==> config.mk <==
export PLATFORM = sky130hd
export DESIGN_NAME = lstm_addr_seq
export DESIGN_NICKNAME = d
export VERILOG_FILES = /design/src/rtl/lstm_addr_pkg.sv /design/src/rtl/lstm_addr_seq_cnt.sv /design/src/rtl/lstm_addr_seq.sv
export SDC_FILE = /design/constraint.sdc
export NUM_CORES = 1
export LEC_CHECK = 0
export CAP_MARGIN = 25
export CORE_MARGIN = 10
export CORE_UTILIZATION = 28
export DETAILED_ROUTE_END_ITERATION = 8
export GPL_ROUTABILITY_DRIVEN = 0
export PLACE_DENSITY_LB_ADDON = 0.05
export SYNTH_ARGS = -nofsm -noshare
export SYNTH_HDL_FRONTEND = slang
export SYNTH_SLANG_ARGS = --single-unit
export TNS_END_PERCENT = 30
==> constraint.sdc <==
create_clock -name clk -period 3.25 [get_ports clk]
set_clock_uncertainty 0.15 [all_clocks]
set_input_delay 0.65 -clock clk [delete_from_list [all_inputs] [get_ports clk]]
set_output_delay 0.65 -clock clk [all_outputs]
set_load 0.02 [all_outputs]
==> src/rtl/lstm_addr_pkg.sv <==
// lstm_addr_pkg
//   Shared definitions for the LSTM address sequencer: sequencer state
//   encoding, default address/counter widths, the latched walk
//   configuration record and a saturating decrement helper.
//   No ports (package).

package lstm_addr_pkg;

  localparam int LSTM_ADDR_WIDTH = 12;
  localparam int LSTM_CNT_WIDTH  = 12;

  typedef enum logic [1:0] {
    ST_IDLE  = 2'd0,
    ST_RUN   = 2'd1,
    ST_PAUSE = 2'd2,
    ST_DONE  = 2'd3
  } seq_state_t;

  // Fields still needed after start; base and stop are consumed at start.
  typedef struct packed {
    logic [LSTM_ADDR_WIDTH-1:0] stride;
    logic [LSTM_CNT_WIDTH-1:0]  burst;
    logic [LSTM_CNT_WIDTH-1:0]  pause;
    logic [LSTM_CNT_WIDTH-1:0]  hold;
  } walk_cfg_t;

  // Reload value for a down-counter that must run v cycles (0 treated as 1).
  function automatic logic [LSTM_CNT_WIDTH-1:0] dec_sat(input logic [LSTM_CNT_WIDTH-1:0] v);
    return (v == '0) ? '0 : v - LSTM_CNT_WIDTH'(1);
  endfunction

endpackage

==> src/rtl/lstm_addr_seq_cnt.sv <==
// addr_seq_cnt
//   Down-counter with terminal-count flag. tc is high while the count is 0,
//   so loading N-1 gives a period of N enabled cycles.
// Ports:
//   clk, rst_n   clock, async active-low reset (count -> 0)
//   clr          synchronous clear to 0 (highest priority)
//   ld, ld_val   synchronous load
//   en           decrement (holds at 0)
//   tc           count == 0

module addr_seq_cnt
  import lstm_addr_pkg::*;
#(
  parameter int W = LSTM_CNT_WIDTH
) (
  input  logic         clk,
  input  logic         rst_n,
  input  logic         clr,
  input  logic         ld,
  input  logic [W-1:0] ld_val,
  input  logic         en,
  output logic         tc
);

  logic [W-1:0] cnt_q;

  always_ff @(posedge clk or negedge rst_n) begin
    if (!rst_n)                  cnt_q <= '0;
    else if (clr)                cnt_q <= '0;
    else if (ld)                 cnt_q <= ld_val;
    else if (en && cnt_q != '0)  cnt_q <= cnt_q - W'(1);
  end

  assign tc = (cnt_q == '0);

endmodule

==> src/rtl/lstm_addr_seq.sv <==
// lstm_addr_seq
//   Runtime-programmable address sequencer for LSTM weight/bias/state/
//   gradient RAMs: burst+pause, hold-per-address and strided walks.
//   Optional macro LSTM_ADDR_REV_EN adds descending walks via cfg_rev.
// Ports:
//   clk, rst_n         clock, async active-low reset
//   start, abort, en   walk start pulse, synchronous abort, advance enable
//   cfg_base/stride    first address and per-address increment
//   cfg_stop           number of addresses; cfg_burst/cfg_pause burst gaps
//   cfg_hold           cycles per address (0 and 1 both mean 1)
//   cfg_rev            descending walk (only with LSTM_ADDR_REV_EN)
//   o_addr/o_valid/o_last  address output and qualifiers
//   busy, done         walk in progress, one-cycle completion pulse
//
// state | meaning
// IDLE  | waiting for start, config not latched
// RUN   | emitting addresses, o_valid follows en
// PAUSE | inter-burst gap, counts cfg_pause enabled cycles
// DONE  | one-cycle done pulse, then IDLE

module lstm_addr_seq
  import lstm_addr_pkg::*;
#(
  parameter int ADDR_WIDTH = LSTM_ADDR_WIDTH,
  parameter int CNT_WIDTH  = LSTM_CNT_WIDTH
) (
  input  logic                  clk,
  input  logic                  rst_n,
  input  logic                  start,
  input  logic                  abort,
  input  logic                  en,
  input  logic [ADDR_WIDTH-1:0] cfg_base,
  input  logic [ADDR_WIDTH-1:0] cfg_stride,
  input  logic [CNT_WIDTH-1:0]  cfg_stop,
  input  logic [CNT_WIDTH-1:0]  cfg_burst,
  input  logic [CNT_WIDTH-1:0]  cfg_pause,
  input  logic [CNT_WIDTH-1:0]  cfg_hold,
  input  logic                  cfg_rev,
  output logic [ADDR_WIDTH-1:0] o_addr,
  output logic                  o_valid,
  output logic                  o_last,
  output logic                  busy,
  output logic                  done
);

  seq_state_t state_q, state_d;
  walk_cfg_t  cfg_q;
  logic [ADDR_WIDTH-1:0] addr_q, addr_nxt;

  logic start_acc, step, pause_on;
  logic hold_ld, hold_en, hold_tc;
  logic idx_ld, idx_en, idx_tc;
  logic gap_ld, gap_en, gap_tc;
  logic [CNT_WIDTH-1:0] hold_val, idx_val, gap_val;

  // hold: cycles left on this address; idx: addresses left after this one;
  // gap: addresses left in the burst while in RUN, pause cycles left in PAUSE.
  addr_seq_cnt #(.W(CNT_WIDTH)) u_hold (
    .clk(clk), .rst_n(rst_n), .clr(abort), .ld(hold_ld), .ld_val(hold_val),
    .en(hold_en), .tc(hold_tc)
  );
  addr_seq_cnt #(.W(CNT_WIDTH)) u_idx (
    .clk(clk), .rst_n(rst_n), .clr(abort), .ld(idx_ld), .ld_val(idx_val),
    .en(idx_en), .tc(idx_tc)
  );
  addr_seq_cnt #(.W(CNT_WIDTH)) u_gap (
    .clk(clk), .rst_n(rst_n), .clr(abort), .ld(gap_ld), .ld_val(gap_val),
    .en(gap_en), .tc(gap_tc)
  );

  assign pause_on = (cfg_q.burst != '0) && (cfg_q.pause != '0);

  always_ff @(posedge clk or negedge rst_n) begin
    if (!rst_n) state_q <= ST_IDLE;
    else        state_q <= state_d;
  end

  always_comb begin
    state_d   = state_q;
    start_acc = 1'b0;
    step      = 1'b0;
    hold_ld   = 1'b0;
    hold_en   = 1'b0;
    hold_val  = '0;
    idx_ld    = 1'b0;
    idx_en    = 1'b0;
    idx_val   = '0;
    gap_ld    = 1'b0;
    gap_en    = 1'b0;
    gap_val   = '0;
    o_valid   = (state_q == ST_RUN) && en;
    o_last    = o_valid && hold_tc && idx_tc;
    busy      = (state_q == ST_RUN) || (state_q == ST_PAUSE);
    done      = (state_q == ST_DONE);

    case (state_q)
      ST_IDLE: begin
        if (start && !abort) begin
          start_acc = 1'b1;
          hold_ld   = 1'b1;
          hold_val  = dec_sat(cfg_hold);
          idx_ld    = 1'b1;
          idx_val   = dec_sat(cfg_stop);
          gap_ld    = 1'b1;
          gap_val   = dec_sat(cfg_burst);
          state_d   = (cfg_stop == '0) ? ST_DONE : ST_RUN;
        end
      end
      ST_RUN: begin
        if (en) begin
          if (!hold_tc) begin
            hold_en = 1'b1;
          end else if (idx_tc) begin
            state_d = ST_DONE;
          end else begin
            step     = 1'b1;
            hold_ld  = 1'b1;
            hold_val = dec_sat(cfg_q.hold);
            idx_en   = 1'b1;
            if (pause_on && gap_tc) begin
              state_d = ST_PAUSE;
              gap_ld  = 1'b1;
              gap_val = dec_sat(cfg_q.pause);
            end else if (pause_on) begin
              gap_en = 1'b1;
            end
          end
        end
      end
      ST_PAUSE: begin
        if (en) begin
          if (gap_tc) begin
            state_d = ST_RUN;
            gap_ld  = 1'b1;
            gap_val = dec_sat(cfg_q.burst);
          end else begin
            gap_en = 1'b1;
          end
        end
      end
      ST_DONE: state_d = ST_IDLE;
      default: state_d = ST_IDLE;
    endcase

    if (abort) state_d = ST_IDLE;
  end

`ifdef LSTM_ADDR_REV_EN
  logic rev_q;

  always_ff @(posedge clk or negedge rst_n) begin
    if (!rst_n)         rev_q <= 1'b0;
    else if (start_acc) rev_q <= cfg_rev;
  end

  assign addr_nxt = rev_q ? (addr_q - cfg_q.stride) : (addr_q + cfg_q.stride);
`else
  logic unused_cfg_rev;
  assign unused_cfg_rev = cfg_rev;
  assign addr_nxt       = addr_q + cfg_q.stride;
`endif

  // The address advances as the last hold cycle of the previous address is
  // accepted, so it is already settled when RUN resumes after a pause.
  always_ff @(posedge clk or negedge rst_n) begin
    if (!rst_n) begin
      addr_q <= '0;
      cfg_q  <= '0;
    end else if (abort) begin
      addr_q <= '0;
    end else if (start_acc) begin
      addr_q <= cfg_base;
      cfg_q  <= '{stride: cfg_stride, burst: cfg_burst, pause: cfg_pause, hold: cfg_hold};
    end else if (step) begin
      addr_q <= addr_nxt;
    end
  end

  assign o_addr = addr_q;

endmodule
Yosys cells after proc, flatten, opt, wreduce, memory -nomap -nowiden

Cells that the tools add are included.

Bitwise logic cells: 1
$add $sub $neg: 10
Reductions and logical operators: 32
Multiplexer cells: 68
Equality and inequality tests: 9

Operators with widths:

| operator              | count |
|---|---|
| $mux 12               | 31 |
| $logic_not 12->1      | 9 |
| $sub 12x1->12 const B | 9 |
| $reduce_bool 12->1    | 5 |
| $pmux 12 s3           | 1 |
| $pmux 12 s2           | 1 |
| $mux 1                | 22 |
| $mux 2                | 9 |
| $ne 3x3->1 const B    | 5 |
| $add 12x12->12        | 1 |
| $reduce_bool 3->1     | 4 |
| $logic_and 1x1->1     | 9 |
| $pmux 2 s4            | 1 |
| $reduce_and 6->1      | 1 |
| $eq 2x2->1 const B    | 2 |
| $ne 4x3->1 const B    | 1 |
| $pmux 1 s2            | 2 |
| $pmux 1 s3            | 1 |
| $eq 2x1->1 const B    | 1 |
| $logic_not 2->1       | 1 |
| $reduce_and 2->1      | 1 |
| $logic_not 1->1       | 1 |
| $logic_or 1x1->1      | 1 |
| $not 1->1             | 1 |

Word-level logic and storage cells: 129
Output and inout bits: 16
Register bits after elaboration: 98
Input bits: 78

Depth between registers and ports, before layout

Word-level depth: 12
Gate-level depth with buffers: 10
Depth with buffers taken out: 10

Modules after synthesis

From an unflattened synthesis, not the netlist that was laid out.

Cells, all modules: 884
Area total of the unflattened synthesis: 7,279.5 µm²

By module, submodules not included:

| module                   | sequential area each (µm²) | times used | cells an instance | area an instance (µm²) |
|---|---|---|---|---|
| lstm_addr_seq            | 1,551.5                    | 1          | 621               | 4,837.1 |
| addr_seq_cnt (u_gap ...) | 300.3                      | 2          | 87                | 812.0 |
| addr_seq_cnt (u_hold)    | 300.3                      | 1          | 89                | 818.3 |

Worst setup path before layout

Ideal clock, no wire load.

Kind: input to register
From: in cfg_burst[0]
To: reg u_gap.cnt_q[8]
Stages on the path: 8
Data required time: 2,952 ps
Arrival: 2,220 ps
Path buffers: 1
Library setup time: 148 ps
Setup slack: 732 ps
Cells stage by stage: inv_1 ha_1 or4b_2 o21ai_1 buf_2 o22ai_1 a211oi_1 a211oi_2

Word-level cells in the longest chain between the ends: 6
Elaborated cells on any way between the ends: 7
Classes of those cells: add/sub: 1; mux: 5; reduce/logical: 1

RTL lines:

| element                                           | line                    | source |
|---|---|---|
| start: declaration                                | lstm_addr_seq.sv:35     | `input logic [CNT_WIDTH-1:0] cfg_burst,` |
| $sub 12x1->12 or $logic_not 12->1 (tied branches) | lstm_addr_pkg.sv:29     | `return (v == '0) ? '0 : v - LSTM_CNT_WIDTH'(1);` |
| $mux 12 (*)                                       | lstm_addr_pkg.sv:29     |  |
| $mux 12 (*)                                       | lstm_addr_seq.sv:98     | `if (start && !abort) begin` |
| $pmux 12 s3 (*)                                   | lstm_addr_seq.sv:96     | `case (state_q)` |
| $mux 12 (*)                                       | lstm_addr_seq_cnt.sv:30 | `else if (ld) cnt_q <= ld_val;` |
| $mux 12 (*)                                       | lstm_addr_seq_cnt.sv:29 | `else if (clr) cnt_q <= '0;` |
| end signal: assignment                            | lstm_addr_seq_cnt.sv:30 |  |
| end signal: assignment                            | lstm_addr_seq_cnt.sv:31 | `else if (en && cnt_q != '0) cnt_q <= cnt_q - W'(1);` |
| end: declaration                                  | lstm_addr_seq_cnt.sv:25 | `logic [W-1:0] cnt_q;` |

Mark *: on every way between the ends. The rest lies on a longest branch, timed or not.
A chain may end at the register's enable or synchronous reset.

Worst setup path in the final report

From: reg cfg_q[14] in the netlist's numbering
To: reg u_gap.cnt_q[3]

Word-level cells in the longest chain between the ends: 10
Elaborated cells on any way between the ends: 26
Classes of those cells: add/sub: 1; mux: 19; reduce/logical: 6

RTL lines:

| element                                                | line                 | source |
|---|---|---|
| start: declaration                                     | lstm_addr_seq.sv:47  | `walk_cfg_t cfg_q;` |
| start signal: assignment                               | lstm_addr_seq.sv:173 | `cfg_q <= '{stride: cfg_stride, burst: cfg_burst, pause: cfg_pause, hold: cfg_hold};` |
| branches (longest 10 deep; another with $sub 12x1->12) | -                    |  |

Parallel ways; which one is timed is not known.

==> flow_summary.json <==
{
  "clk_latency_ns": 0.36,
  "clk_path_buf_depth": 2,
  "ctsHoldBuffers": 0,
  "dp_cells": 1260,
  "dieArea_um2": 32000,
  "grt_use_total_pct": 14.6,
  "wirelength_um": 23100,
  "critPathRequiredTime_ns": 3.37,
  "ios": 94,
  "grt_pass1_vias": 6580,
  "setup.worst_path.start": "cfg_q[14]",
  "cts_tree": "yes",
  "fin_util_pct": 35.6,
  "worst_pin_slew_ns": 0.841,
  "crit_arrival_ns": 3.21,
  "antenna_found_initial": 1,
  "timing.final.crit_share_pct": 95.2,
  "drv_cap": 0,
  "slew-limit-headroom_pct": 43.8,
  "syn_nets": 939,
  "gr-total-overflow": 0,
  "synth_edf_count": 0,
  "cp_slowest_cell": "a21oi_4",
  "final_hold_viol_count": 0,
  "synth_flop_cell": "dfrtp_1",
  "reg2reg_from": "cfg_q[14]",
  "setup_viol": 0,
  "coreArea_um2": 25000,
  "ys_seq_area_share_pct": 34.7,
  "outcome": "complete, no violations",
  "h-tree-depth": 3,
  "fmax_ghz": 0.323,
  "drtAntennaViolNets": 0,
  "crit_chain": "nor4_2 > nand4b_1 > a41oi_2 > nor2_4 > a21oi_4 > a2111oi_0 > a211oi_1",
  "cp-start-kind": "register",
  "yosysWarningCount": 0,
  "path_class": "reg -> reg",
  "hold_path.class": "in -> async",
  "cts_sinks": 98,
  "finalMaxSlewViolations": 0,
  "drc": 0,
  "stdcell_count": 1276,
  "syn-mean-instance-area_um2": 8.54,
  "syn_to_final_growth_pct": 26.2,
  "yosysUniqueCellTypes": 80,
  "grt_max_degree": 53,
  "rsz0062_at_grt": "true",
  "worst_setup_path_end_kind": "register",
  "grt_pass1_wl_um": 36900,
  "synthCells": 828,
  "nets": 1052,
  "vdd_ir_drop_max_uv": 263,
  "drt_iter0_drc": 321,
  "drive_gt1_share_pct": 11.2,
  "synthArstFlopShare_pct": 100,
  "p_per_area_nw_per_um2": 791,
  "num_vias": 6414,
  "initial_core_util_pct": 28.2,
  "whs_ns": 0.0645,
  "die_h_um": 179,
  "viasPerCell": 5.03,
  "synth_area_um2": 7070,
  "slowest_delay_ns": 0.69,
  "cts_buffers": 9,
  "rows": 58,
  "dieWidth_um": 179,
  "p_leak_nw": 3.78,
  "layout_commonest_cell": "nand2_1",
  "placement.io_buffers": 92,
  "min_period_ns": 3.09,
  "cts-root-buf": "clkbuf_16",
  "mostFrequentLayoutCells": "nand2_1, dfrtp_1, clkdlybuf4s50_1",
  "hpwl_um": 17400,
  "cp_max_fo": 24,
  "clkTransAtPathRegs_ns": 0.07,
  "synth-seq-cells": 98,
  "firstDrtPassIters": 4,
  "total_power_w": 0.00706,
  "wl_per_cell_um": 18.1
}
kinds of logic after synthesis:
kind of cell | synth area share, %
compound gates | 16.7
xor+xnor | 10.9
fa+ha+maj | 5.94
buf+inv | 4.05
flops | 34.7
mux | 0.301
simple gates | 27.4
worst max-delay path, delay by kind of cell (launching register included):
| family | cells | cell delay [ns] |
|---|---|---|
| AOI/OAI and AO/OA | 4 | 1.57 |
| and+or+nand+nor | 3 | 0.80 |
| DFF | 1 | 0.47 |
final timing paths:
check                            endpoint  slack [ns]  cells past startpoint
max                        u_gap.cnt_q[3]        0.16                      7
min                              cfg_q[3]        0.06                      1
max reg2reg                u_gap.cnt_q[3]        0.16                      7
min reg2reg                     cfg_q[46]        0.34                      2
max in group asynchronous       cfg_q[26]        2.20                      2
min in group clk                cfg_q[46]        0.34                      2
cell usage after synthesis, types with 4 or more instances:
master | number | area [µm²]
a211oi_1 | 15 | 113
a211oi_2 | 15 | 188
a21o_1 | 4 | 30.0
a21oi_1 | 29 | 145
a221oi_1 | 4 | 35.0
a22oi_1 | 4 | 30.0
a311oi_1 | 6 | 52.6
and3_1 | 6 | 37.5
buf_2 | 6 | 30.0
clkbuf_1 | 18 | 67.6
dfrtp_1 | 98 | 2450
ha_1 | 32 | 400
inv_1 | 31 | 116
nand2_1 | 173 | 649
nand2b_1 | 7 | 43.8
nand3_1 | 18 | 90.1
nand3b_1 | 4 | 30.0
nand4_1 | 7 | 43.8
nand4b_1 | 6 | 52.6
nor2_1 | 59 | 221
nor2b_1 | 8 | 50.1
nor3_1 | 37 | 185
nor4_1 | 16 | 100
o21ai_0 | 28 | 140
o22ai_1 | 11 | 68.8
o31ai_1 | 7 | 52.6
o32ai_1 | 4 | 35.0
or3_1 | 8 | 50.1
or4_1 | 4 | 30.0
xnor2_1 | 42 | 368
xor2_1 | 46 | 403
cell type report:
class / count / area (µm²)
Fill cell: 2592 / 16100
Multi-Input combinational cell: 665 / 4350
Sequential cell: 98 / 2450
Timing Repair Buffer: 136 / 1270
Tap cell: 330 / 413
Clock buffer: 11 / 243
Inverter: 31 / 116
Clock inverter: 4 / 76.3
Antenna cell: 1 / 2.50
per-layer routing:
| layer | share of wire [%] | vias to the layer above | global-route usage, % |
|---|---|---|---|
| met5 | 0 | - | 0 |
| met4 | 1.1 | 0 | 3.07 |
| li1 | - | 3164 | - |
| met1 | 48 | 3112 | 19.7 |
| met2 | 46 | 124 | 23.2 |
| met3 | 4.2 | 14 | 3.39 |
report_power, final:
group / internal, W / leakage, nW / switching, W
Clock: 0.000695 / 0.152 / 0.000505
Sequential: 0.00170 / 1.26 / 0.000598
Combinational: 0.00154 / 2.37 / 0.00202
through the flow:
stage	TNS, ns	cell area (µm²)	worst slack (ns)
after floorplan	0	7070	0.732
after global placement	0	8590	0.0773
after detailed placement	0	8590	0.0499
after CTS	0	8910	0.0317
after global routing	-0.0407	8920	-0.0407
final	0	8920	0.156
repair_timing:
| item | 4_1_cts | 5_1_grt |
|---|---|---|
| buffers inserted | 0 | 0 |
| endpoints found under the hold margin | 0 | 0 |
| endpoints found under the setup margin | 1 | 2 |
| gates resized for setup | 1 | 2 |
state kept, by name (all words and copies together), names as in the netlist:
name,cells
u_hold.cnt_q,12
o_addr,12
cfg_q,48
u_gap.cnt_q,12
u_idx.cnt_q,12
state_q,2
No activity file was read; power rests on OpenSTA's default activity.
